===== config.mk =====
export PLATFORM = sky130hd
export DESIGN_NAME = pwm_capture_flat
export DESIGN_NICKNAME = d
export VERILOG_FILES = /design/src/rtl/pwm_capture_if.sv /design/src/rtl/pwm_capture.sv /design/src/flat_wrapper.sv
export SDC_FILE = /design/constraint.sdc
export NUM_CORES = 1
export LEC_CHECK = 0
export BUFFER_PORTS_ARGS = -buffer_cell sky130_fd_sc_hd__buf_4
export CORE_AREA = 2 2 70 72
export DETAILED_ROUTE_END_ITERATION = 8
export DIE_AREA = 0 0 72 74
export GPL_ROUTABILITY_DRIVEN = 0
export HOLD_SLACK_MARGIN = 0.15
export PLACE_DENSITY = 0.55
export SLEW_MARGIN = 20
export SYNTH_ARGS = -nofsm -noshare
export SYNTH_HDL_FRONTEND = slang
export SYNTH_SLANG_ARGS = --single-unit

===== constraint.sdc =====
create_clock -name clk_i -period 3.61 [get_ports clk_i]
set_input_delay 0.361 -clock clk_i [delete_from_list [all_inputs] [get_ports clk_i]]
set_output_delay 0.361 -clock clk_i [all_outputs]
set_load 0.1 [all_outputs]

===== src/rtl/pwm_capture_if.sv =====
// Signal bundle between a PWM source/consumer and the pwm_capture block.
// The master side drives the waveform and the enable and reads back the results;
// the slave side is the capture block itself.
interface pwm_capture_if #(
   parameter int unsigned CtrSize = 8
);

   logic               enable_i;
   logic               pwm_i;
   logic [CtrSize-1:0] pulse_width_o;
   logic [CtrSize-1:0] period_o;
   logic               valid_o;
   logic               timeout_o;
   logic               level_o;

   modport master (
      output enable_i,
      output pwm_i,
      input  pulse_width_o,
      input  period_o,
      input  valid_o,
      input  timeout_o,
      input  level_o
   );

   modport slave (
      input  enable_i,
      input  pwm_i,
      output pulse_width_o,
      output period_o,
      output valid_o,
      output timeout_o,
      output level_o
   );

endinterface


===== src/rtl/pwm_capture.sv =====
// PWM capture: measures the high time and period of an asynchronous PWM input.
// Results use the same encoding as the pwm generator: pulse_width_o is the
// number of high cycles, period_o is the period length minus one.
//
// state    | meaning
// ---------+------------------------------------------------------------
// ST_IDLE  | capture disabled; edges ignored, results held
// ST_ARM   | waiting for the first rising edge; no timeout here
// ST_HIGH  | counting high cycles since the last rise
// ST_LOW   | high time captured, counting on until the next rise
module pwm_capture #(
   parameter int unsigned CtrSize = 8
) (
   input logic          clk_i,
   input logic          rst_i,
   pwm_capture_if.slave bus
);

   typedef enum logic [1:0] {
      ST_IDLE = 2'd0,
      ST_ARM  = 2'd1,
      ST_HIGH = 2'd2,
      ST_LOW  = 2'd3
   } state_t;

   // A full-scale count (2^CtrSize) needs the extra counter bit.
   localparam logic [CtrSize:0]   CntMax = {1'b1, {CtrSize{1'b0}}};
   localparam logic [CtrSize:0]   CntOne = {{CtrSize{1'b0}}, 1'b1};
   localparam logic [CtrSize-1:0] OutOne = {{(CtrSize-1){1'b0}}, 1'b1};

   logic pwm_s1;
   logic pwm_q;
   logic pwm_prev;
   logic rise;
   logic fall;

   state_t             state_q,   state_d;
   logic [CtrSize:0]   cnt_q,     cnt_d;
   logic [CtrSize-1:0] hcnt_q,    hcnt_d;
   logic [CtrSize-1:0] pw_q,      pw_d;
   logic [CtrSize-1:0] per_q,     per_d;
   logic               valid_q,   valid_d;
   logic               timeout_q, timeout_d;
   logic               cnt_full;

   // Two-flop synchroniser plus one history flop for edge detection.
   always_ff @(posedge clk_i) begin
      if (rst_i) begin
         pwm_s1   <= 1'b0;
         pwm_q    <= 1'b0;
         pwm_prev <= 1'b0;
      end else begin
         pwm_s1   <= bus.pwm_i;
         pwm_q    <= pwm_s1;
         pwm_prev <= pwm_q;
      end
   end

   assign rise     = pwm_q & ~pwm_prev;
   assign fall     = ~pwm_q & pwm_prev;
   assign cnt_full = (cnt_q == CntMax);

   // State, counters and registered results.
   always_ff @(posedge clk_i) begin
      if (rst_i) begin
         state_q   <= ST_IDLE;
         cnt_q     <= '0;
         hcnt_q    <= '0;
         pw_q      <= '0;
         per_q     <= '0;
         valid_q   <= 1'b0;
         timeout_q <= 1'b0;
      end else begin
         state_q   <= state_d;
         cnt_q     <= cnt_d;
         hcnt_q    <= hcnt_d;
         pw_q      <= pw_d;
         per_q     <= per_d;
         valid_q   <= valid_d;
         timeout_q <= timeout_d;
      end
   end

   // Next-state and measurement logic. The counter restarts at 1 on the rise
   // so that its value at the fall is H and at the next rise is P.
   always_comb begin
      state_d   = state_q;
      cnt_d     = cnt_q;
      hcnt_d    = hcnt_q;
      pw_d      = pw_q;
      per_d     = per_q;
      valid_d   = 1'b0;
      timeout_d = 1'b0;

      if (!bus.enable_i) begin
         state_d = ST_IDLE;
      end else begin
         unique case (state_q)
            ST_IDLE: begin
               state_d = ST_ARM;
            end
            ST_ARM: begin
               if (rise) begin
                  cnt_d   = CntOne;
                  state_d = ST_HIGH;
               end
            end
            ST_HIGH: begin
               cnt_d = cnt_q + CntOne;
               // A full-scale high time is out of range even if the fall
               // arrives on the same cycle, so the timeout wins.
               if (cnt_full) begin
                  timeout_d = 1'b1;
                  state_d   = ST_ARM;
               end else if (fall) begin
                  hcnt_d  = cnt_q[CtrSize-1:0];
                  state_d = ST_LOW;
               end
            end
            ST_LOW: begin
               cnt_d = cnt_q + CntOne;
               // A rise at full scale is still a legal 2^CtrSize period.
               if (rise) begin
                  pw_d    = hcnt_q;
                  per_d   = cnt_q[CtrSize-1:0] - OutOne;
                  valid_d = 1'b1;
                  cnt_d   = CntOne;
                  state_d = ST_HIGH;
               end else if (cnt_full) begin
                  timeout_d = 1'b1;
                  state_d   = ST_ARM;
               end
            end
            default: begin
               state_d = ST_IDLE;
            end
         endcase
      end
   end

   assign bus.pulse_width_o = pw_q;
   assign bus.period_o      = per_q;
   assign bus.valid_o       = valid_q;
   assign bus.timeout_o     = timeout_q;
   assign bus.level_o       = pwm_q;

endmodule


===== src/flat_wrapper.sv =====
// flat-port wrapper written by rule: the top's interface ports become plain ports
module pwm_capture_flat 
#(
   parameter int unsigned CtrSize = 8
)
  (clk_i, rst_i, bus_enable_i, bus_pwm_i, bus_pulse_width_o, bus_period_o, bus_valid_o, bus_timeout_o, bus_level_o);
  pwm_capture_if #(.CtrSize(CtrSize)) bus_i ();
  input logic clk_i;
  input logic rst_i;
  input wire logic [$bits(bus_i.enable_i)-1:0] bus_enable_i;
  input wire logic [$bits(bus_i.pwm_i)-1:0] bus_pwm_i;
  output wire logic [$bits(bus_i.pulse_width_o)-1:0] bus_pulse_width_o;
  output wire logic [$bits(bus_i.period_o)-1:0] bus_period_o;
  output wire logic [$bits(bus_i.valid_o)-1:0] bus_valid_o;
  output wire logic [$bits(bus_i.timeout_o)-1:0] bus_timeout_o;
  output wire logic [$bits(bus_i.level_o)-1:0] bus_level_o;
  assign bus_i.enable_i = bus_enable_i;
  assign bus_i.pwm_i = bus_pwm_i;
  assign bus_pulse_width_o = bus_i.pulse_width_o;
  assign bus_period_o = bus_i.period_o;
  assign bus_valid_o = bus_i.valid_o;
  assign bus_timeout_o = bus_i.timeout_o;
  assign bus_level_o = bus_i.level_o;
  pwm_capture #(.CtrSize(CtrSize)) u_core (.clk_i(clk_i), .rst_i(rst_i), .bus(bus_i));
endmodule

==> metrics.yaml, run 1 <==
logic_synthesis:
  seq_area_frac_synth_pct: 45.07
  syn_area_per_cell_sq_um: 9.019
  synth_compound_area_share_pct: 11.97
  postSynthCellCount: 197
  ys_seq_elements: 40
  postSynthNetCount: 204
  synth-edff-count: 0
  ys.flop_type: "dfxtp_1"
  synth_top_family_by_area: "simple AND/OR/NAND/NOR gates"
  synthXorXnorAreaFrac_pct: 4.930
  synthSimpleGateAreaFrac_pct: 26.20
  muxShareOfSynthArea_pct: 3.944
  yosysWarnings: 0
  yosys.cell_types.count: 40
  async_reset_ff_share_pct: 0
  synth-adder-area-share_pct: 2.113
  netlist_area_sq_um: 1777
sta:
  hold_viol: 0
  fmax_mhz: 550.3
  fin_crit_ps: 1817
  finalCritPeriodShare_pct: 50.33
  slew_viol_final: 0
  tightest_slew_ps: 719.9
  finClkSkew_ps: 5.062
  rsz0062_at_grt: "false"
  finalSetupViolCount: 0
  timing.hold.ws_ps: 281.4
  post-route-worst-setup-slack_ps: 1793
  max-slew-margin-rel_pct: 52.01
  fin_tns_setup_ps: 0
clocking:
  cts.reportedPaths.clkPinSlew_ps: 70
  postCtsHoldBufs: 0
  cts_sinks: 40
  numCtsBuffers: 5
  htreeDepth: 2
  postCtsSetupRepairBufs: 0
  root_buffer: "clkbuf_8"
  cts_tree: "done"
  clock_path_buffers: 2
  cts-resized-gates: 0
  clk_latency_ps: 290
placed_design:
  dp_hpwl_um: 2392
  dpl.cell_count: 258
  io_buffers: 22
  dpl_worst_slack_ps: 1778
  place_area_sq_um: 1922
job:
  maxCapViolations: 0
critical_path:
  crit_type: "register to register"
  crit_arrival_ps: 2030
  end_kind: "register"
  cp-startpoint: "u_core.bus.level_o$_SDFF_PP0_"
  required_ps: 3820
  r2r_start: "u_core.bus.level_o$_SDFF_PP0_"
  ff2ff_path_depth: 4
  rrSetupSlack_ps: 1790
  rr_endpoint: "u_core.bus.period_o[1]$_SDFFE_PP0P_"
  cp_max_fo: 22
  cp-endpoint: "u_core.bus.period_o[1]$_SDFFE_PP0P_"
  start_kind: "register"
layout:
  syn2layout_area_growth_pct: 13.59
  instances_no_fill: 265
  fin_area_sq_um: 2018
  fin_nets: 218
  register_area_sq_um: 800.8
  multi_input_area_sq_um: 873.3
  fillers: 474
  drive_gt1_share_pct: 16.11
  n_antenna_cell: 0
  postLayoutCoreUtil_pct: 43.89
global_routing:
  grt_remaining_overflow: 0
  antenna_found_initial: 0
  grt_max_degree: 42
  grt_first_pass_wirelength_um: 5761
  grt_usage_pct: 14.49
  grt_pass1_vias: 1242
floorplan:
  die_y_um: 74
  ioPinCount: 23
  start_util_pct: 38.64
  die_x_um: 72
  core_sq_um: 4598
  fp-row-count: 25
  die-area_sq_um: 5328
power:
  cellPowerDensity_nw_per_um2: 388.8
  p_total_mw: 0.7848
  leakagePower_nw: 0.7546
  ir_drop_v: 0.0002218
drt:
  route.detailed.drc: 0
  drtIter0Drc: 61
  totalWireLength_um: 3486
  wl_per_cell_um: 13.15
  vias_per_cell: 5.109
  vias: 1354
  firstDrtPassIters: 4
  ant_nets: 0
run_status:
  outcome: "completed"
hold_path:
  worstHoldPathType: "input pin to register"
==> synthesized netlist by cell type (2+ instances only) <==
cell type / count / area (sq um)
dfxtp_1: 40 / 800.8
nand2_1: 21 / 78.83
nor2_1: 18 / 67.56
a21oi_1: 16 / 80.08
nand2b_1: 16 / 100.1
a211oi_1: 8 / 60.06
mux2i_1: 7 / 70.07
xnor2_1: 7 / 61.31
clkbuf_1: 6 / 22.52
nor2b_1: 5 / 31.28
buf_2: 4 / 20.02
inv_1: 4 / 15.01
nand3_1: 4 / 20.02
buf_4: 3 / 22.52
ha_1: 3 / 37.54
o21ai_0: 3 / 15.01
xor2_1: 3 / 26.28
and3_1: 2 / 12.51
buf_6: 2 / 22.52
nand4_1: 2 / 12.51
nor4b_1: 2 / 17.52
o21ai_1: 2 / 10.01
or3_1: 2 / 12.51
==> cell usage in the layout, fill, tap and decap left out, drive strengths merged <==
cell type	instances
o21ai	5
nand3	4
and3	2
nand2	22
mux2i	7
nand4	3
a22oi	1
and3b	1
o32ai	1
a21oi	16
nor4	1
or3b	2
xor2	3
a21o	1
xnor2	7
nand2b	16
inv	4
o31a	1
a211oi	8
clkbuf	7
nand4b	1
or3	2
nor3	1
a31oi	1
o2111ai	1
nor2	18
dfxtp	40
nor2b	6
ha	3
buf	22
nand3b	1
nor4b	2
and4	1
==> area by class of cell <==
class / instances / area share [%]
Clock buffer: 7 / 4.774
Sequential cell: 40 / 39.68
Tap cell: 54 / 3.348
Inverter: 4 / 0.7440
Timing Repair Buffer: 22 / 8.183
Multi-Input combinational cell: 138 / 43.27
==> cell families after synthesis <==
group / Yosys count
AND/OR/NAND/NOR: 83
AO/OA/AOI/OAI: 35
buffers and inverters: 19
multiplexers: 7
XOR/XNOR: 10
adder cells (fa/ha/maj): 3
flip-flops: 40
==> worst min path at each step <==
stage / startpoint / to / slack (ps) / cells after the start
final: bus_pwm_i / u_core.pwm_s1$_SDFF_PP0_ / 280 / 2
after global routing: bus_pwm_i / u_core.pwm_s1$_SDFF_PP0_ / 320 / 2
after CTS: bus_pwm_i / u_core.pwm_s1$_SDFF_PP0_ / 270 / 2
after detailed placement: u_core.pwm_s1$_SDFF_PP0_ / u_core.bus.level_o$_SDFF_PP0_ / 440 / 1
after global placement: u_core.pwm_s1$_SDFF_PP0_ / u_core.bus.level_o$_SDFF_PP0_ / 440 / 1
after floorplan: u_core.pwm_s1$_SDFF_PP0_ / u_core.bus.level_o$_SDFF_PP0_ / 410 / 1
==> power by group <==
group          leakage, nW  internal, mW  total, mW  switching (mW)
sequential           0.323         0.443      0.445         0.00202
clock               0.0503         0.170      0.314           0.144
combinational        0.381       0.00931     0.0252          0.0159
total                0.755         0.623      0.785           0.162
==> state kept, by name, summed over array words and instances (netlist names) <==
register,count
u_core.cnt_q,9
u_core.hcnt_q,8
u_core.bus.level_o,1
u_core.bus.pulse_width_o,8
u_core.bus.period_o,8
u_core.pwm_prev,1
u_core.pwm_s1,1
u_core.bus.timeout_o,1
u_core.state_q,2
u_core.bus.valid_o,1
==> layer usage <==
layer / up-vias / global-route usage [%] / routed length, um
met5: - / 0 / 0
met4: 0 / 7.338 / 69
met3: 8 / 5.285 / 156
met2: 24 / 22.63 / 1634
met1: 627 / 17.72 / 1626
li1: 695 / - / -
==> critical path, stage by stage (launching register included) <==
cell,delay (ps)
dfxtp_1,390
and3b_1,360
and3_1,680
nor2_1,90
a211oi_1,220
Power figures use the tool's default switching activity.
==> run 2, diff against run 1 <==
- clock period: 3.61 -> 1.7 ns (I/O delays scaled with it)
==> metrics.yaml, run 2 (same netlist as run 1, synthesis figures left out) <==
critical_path:
  cp_max_fo: 9
  end_kind: "register"
  start_kind: "register"
  cp_slowest_cell: "dfxtp_1"
  cp_top_family: "simple AND/OR/NAND/NOR gates"
  crit_type: "register to register"
  path_buf_inv: 0
  required_ps: 1920
  path_cells: "and3b_1 -> o21ai_1 -> or3_1 -> a21oi_1"
  crit_arrival_ps: 1770
  cpPeakStageDelay_ps: 380
power:
  ir_drop_v: 0.0004687
  cellPowerDensity_nw_per_um2: 843.5
  leakagePower_nw: 0.8059
  p_total_mw: 1.780
global_routing:
  grtUsageMet2_pct: 23.77
  grt_max_degree: 42
  grt_pass1_vias: 1271
  use_met3_pct: 3.659
  grt_first_pass_wirelength_um: 6023
  grt_remaining_overflow: 0
  grt-busiest-layer: "met2"
  grt_usage_pct: 14.84
  use_met1_pct: 18.92
  antenna_found_initial: 0
hold_path:
  worstHoldPathType: "input pin to register"
drt:
  totalWireLength_um: 3599
  wl_per_cell_um: 13.14
  vias_per_cell: 5.069
  vias: 1389
  firstDrtPassIters: 4
  route.detailed.drc: 0
  ant_nets: 0
  drtIter0Drc: 117
layout:
  largest_reg_flops: 9
  fin_nets: 226
  n_antenna_cell: 0
  final_common_cell: "dfxtp_1"
  drive_gt1_share_pct: 19.55
  postLayoutCoreUtil_pct: 45.90
  top_register: "u_core.cnt_q"
  fin_area_sq_um: 2111
  syn2layout_area_growth_pct: 18.80
  mostFrequentLayoutCells: "dfxtp_1 (39), buf_4 (28), nand2_1 (21), nor2_1 (18)"
sta:
  finalSetupViolCount: 0
  rsz0062_at_grt: "false"
  finClkSkew_ps: 5.854
  hold_viol: 0
  fin_tns_setup_ps: 0
  max-slew-margin-rel_pct: 76.01
  slew_viol_final: 0
  post-route-worst-setup-slack_ps: 151.4
  finalCritPeriodShare_pct: 91.09
  fin_crit_ps: 1549
  tightest_slew_ps: 354.8
  fmax_mhz: 645.8
floorplan:
  fp-row-count: 25
  die-area_sq_um: 5328
  start_util_pct: 38.64
  die_y_um: 74
  core_sq_um: 4598
  ioPinCount: 23
  die_x_um: 72
clocking:
  clk_latency_ps: 300
  cts_tree: "done"
  cts.reportedPaths.clkPinSlew_ps: 80
  postCtsSetupRepairBufs: 0
  clock_path_buffers: 2
  htreeDepth: 2
  cts_sinks: 40
  root_buffer: "clkbuf_8"
  numCtsBuffers: 5
  cts-resized-gates: 0
placed_design:
  io_buffers: 22
  dp_hpwl_um: 2520
  place_area_sq_um: 1991
  dpl_worst_slack_ps: 193.1
job:
  maxCapViolations: 0
run_status:
  outcome: "completed"
run 2: worst reg2reg max path, delay by kind of cell, from the launching register on:
kind | cells | cell delay, ps
DFF | 1 | 380
AOI/OAI and AO/OA | 2 | 370
and+or+nand+nor | 2 | 730
run 2: stage by stage:
stage / cells / hold WS, ps
after global routing: 274 / 246.3
final: 274 / 239.2
after CTS: 274 / 233.3
after detailed placement: 265 / 399.2
after floorplan: 197 / 298.2
after global placement: 265 / 385.9
run 2: where the power goes:
group	internal (mW)	switching [mW]
Clock	0.436	0.342
Sequential	0.940	0.00334
Combinational	0.0226	0.0366
Total	1.40	0.382
run 2: path summary, 6_finish.rpt:
| check | startpoint | end | cells past startpoint | slack, ps |
|---|---|---|---|---|
| hold / removal | bus_enable_i | u_core.state_q[1]$_SDFFE_PP0P_ | 3 | 240 |
| hold reg to reg | u_core.pwm_s1$_SDFF_PP0_ | u_core.bus.level_o$_SDFF_PP0_ | 1 | 450 |
| setup reg to reg | u_core.state_q[0]$_SDFFE_PP0P_ | u_core.cnt_q[6]$_SDFFE_PP0P_ | 4 | 150 |
| setup / recovery | u_core.state_q[0]$_SDFFE_PP0P_ | u_core.cnt_q[6]$_SDFFE_PP0P_ | 4 | 150 |
run 2: metal layers:
layer	wire length (um)	vias to the layer above
met4	64	0
met2	1660	35
met5	0	-
met1	1695	639
li1	-	710
met3	178	5
run 2: layout make-up:
class | instances | area [sq um]
clock buffer | 5 | 68.82
clock inverter | 3 | 41.29
fill | 446 | 2487
inverter | 4 | 15.01
multi-input combinational | 138 | 873.3
sequential | 40 | 804.5
tap | 54 | 67.56
timing repair buffer | 30 | 240.2
run 2: repair_timing:
item                                    in CTS  in global routing
endpoints found under the setup margin       0                  0
hold buffers                                 1                  0
endpoints found under the hold margin        1                  0
==> run 3, diff against run 2 <==
- MAX_ROUTING_LAYER: not set -> met4
==> metrics.yaml, run 3 (same netlist as run 1, synthesis figures left out) <==
run_status:
  outcome: "completed"
sta:
  finalCritPeriodShare_pct: 91.26
  tightest_slew_ps: 354.1
  fmax_mhz: 644.6
  fin_tns_setup_ps: 0
  fin_crit_ps: 1551
  hold_viol: 0
  finClkSkew_ps: 5.842
  max-slew-margin-rel_pct: 76.06
  finalSetupViolCount: 0
  slew_viol_final: 0
  rsz0062_at_grt: "false"
  timing.hold.ws_ps: 239.7
global_routing:
  grt_usage_pct: 15.28
  antenna_found_initial: 0
  grt_first_pass_wirelength_um: 6016
  grt_remaining_overflow: 0
  grt_pass1_vias: 1271
  grt_max_degree: 42
placed_design:
  dp_hpwl_um: 2520
  io_buffers: 22
critical_path:
  rrSetupSlack_ps: 150
  crit_arrival_ps: 1770
  r2r_start: "u_core.state_q[0]$_SDFFE_PP0P_"
  end_kind: "register"
  rr_endpoint: "u_core.cnt_q[6]$_SDFFE_PP0P_"
  ff2ff_path_depth: 4
  cp_max_fo: 9
  start_kind: "register"
  required_ps: 1920
  crit_type: "register to register"
hold_path:
  min_from: "bus_enable_i"
  worstHoldPathType: "input pin to register"
  hold_end: "u_core.state_q[1]$_SDFFE_PP0P_"
  hold_depth: 3
clocking:
  root_buffer: "clkbuf_8"
  postCtsSetupRepairBufs: 0
  cts_tree: "done"
  htreeDepth: 2
  cts_sinks: 40
  numCtsBuffers: 5
  clk_latency_ps: 300
  clock_path_buffers: 2
  cts.reportedPaths.clkPinSlew_ps: 80
  postCtsHoldBufs: 1
  cts-resized-gates: 0
drt:
  route.detailed.drc: 0
  ant_nets: 0
  vias: 1392
  wl_per_cell_um: 13.14
  vias_per_cell: 5.080
  totalWireLength_um: 3599
  firstDrtPassIters: 4
  drtIter0Drc: 118
layout:
  drive_gt1_share_pct: 19.55
  register_area_sq_um: 804.5
  multi_input_area_sq_um: 873.3
  top_register: "u_core.cnt_q"
  mostFrequentLayoutCells: "dfxtp_1 (39), buf_4 (28), nand2_1 (21), nor2_1 (18)"
  syn2layout_area_growth_pct: 18.80
  fin_nets: 226
  fillers: 446
  n_antenna_cell: 0
  final_common_cell: "dfxtp_1"
  largest_reg_flops: 9
floorplan:
  die_y_um: 74
  ioPinCount: 23
  die-area_sq_um: 5328
  core_sq_um: 4598
  die_x_um: 72
  start_util_pct: 38.64
  fp-row-count: 25
power:
  cellPowerDensity_nw_per_um2: 843.5
  leakagePower_nw: 0.8059
  ir_drop_v: 0.0004687
job:
  maxCapViolations: 0
[run 3: how the worst max path moves through the flow]
| stage | startpoint | to | cells past startpoint |
|---|---|---|---|
| global placement | u_core.state_q[0]$_SDFFE_PP0P_ | u_core.cnt_q[7]$_SDFFE_PP0P_ | 4 |
| CTS | u_core.state_q[0]$_SDFFE_PP0P_ | u_core.cnt_q[6]$_SDFFE_PP0P_ | 4 |
| floorplan | u_core.cnt_q[0]$_SDFFE_PP0P_ | u_core.hcnt_q[0]$_SDFFE_PP0P_ | 8 |
| global route | u_core.state_q[0]$_SDFFE_PP0P_ | u_core.cnt_q[6]$_SDFFE_PP0P_ | 4 |
| finish | u_core.state_q[0]$_SDFFE_PP0P_ | u_core.cnt_q[6]$_SDFFE_PP0P_ | 4 |
| detailed placement | u_core.state_q[0]$_SDFFE_PP0P_ | u_core.cnt_q[6]$_SDFFE_PP0P_ | 4 |
[run 3: through the flow]
stage	setup slack, ps	cell area [sq um]	power, mW	std cells	util (%)
finish	148.7	2111	1.780	274	45.90
global placement	247.9	1991	1.023	265	43.29
detailed placement	193.1	1991	1.023	265	43.29
CTS	172.1	2111	1.792	274	45.90
floorplan	98.05	1780	1.008	197	-
global route	54.42	2111	1.841	274	45.90
[run 3: worst max-delay path, cell delays in order (launching register included)]
cell and delay [ps]:
dfxtp_1 380, and3b_1 360, o21ai_1 200, or3_1 370
a21oi_1 170
[run 3: layout make-up]
class | instances | share of cell area, %
Multi-Input combinational cell | 138 | 41.38
Tap cell | 54 | 3.201
Clock inverter | 3 | 1.956
Sequential cell | 40 | 38.12
Clock buffer | 5 | 3.260
Timing Repair Buffer | 30 | 11.38
Inverter | 4 | 0.7113
[run 3: power by group]
| group | switching, mW | internal [mW] |
|---|---|---|
| registers | 0.00335 | 0.940 |
| logic | 0.0366 | 0.0226 |
| clock network | 0.343 | 0.436 |
[run 3: routing by layer]
layer	up-vias	share of wire, %	track usage, %
met4	0	1.7	7.128
met1	645	47	18.84
met2	34	47	23.77
met3	5	4.7	3.659
li1	708	-	-
met5	-	0	-
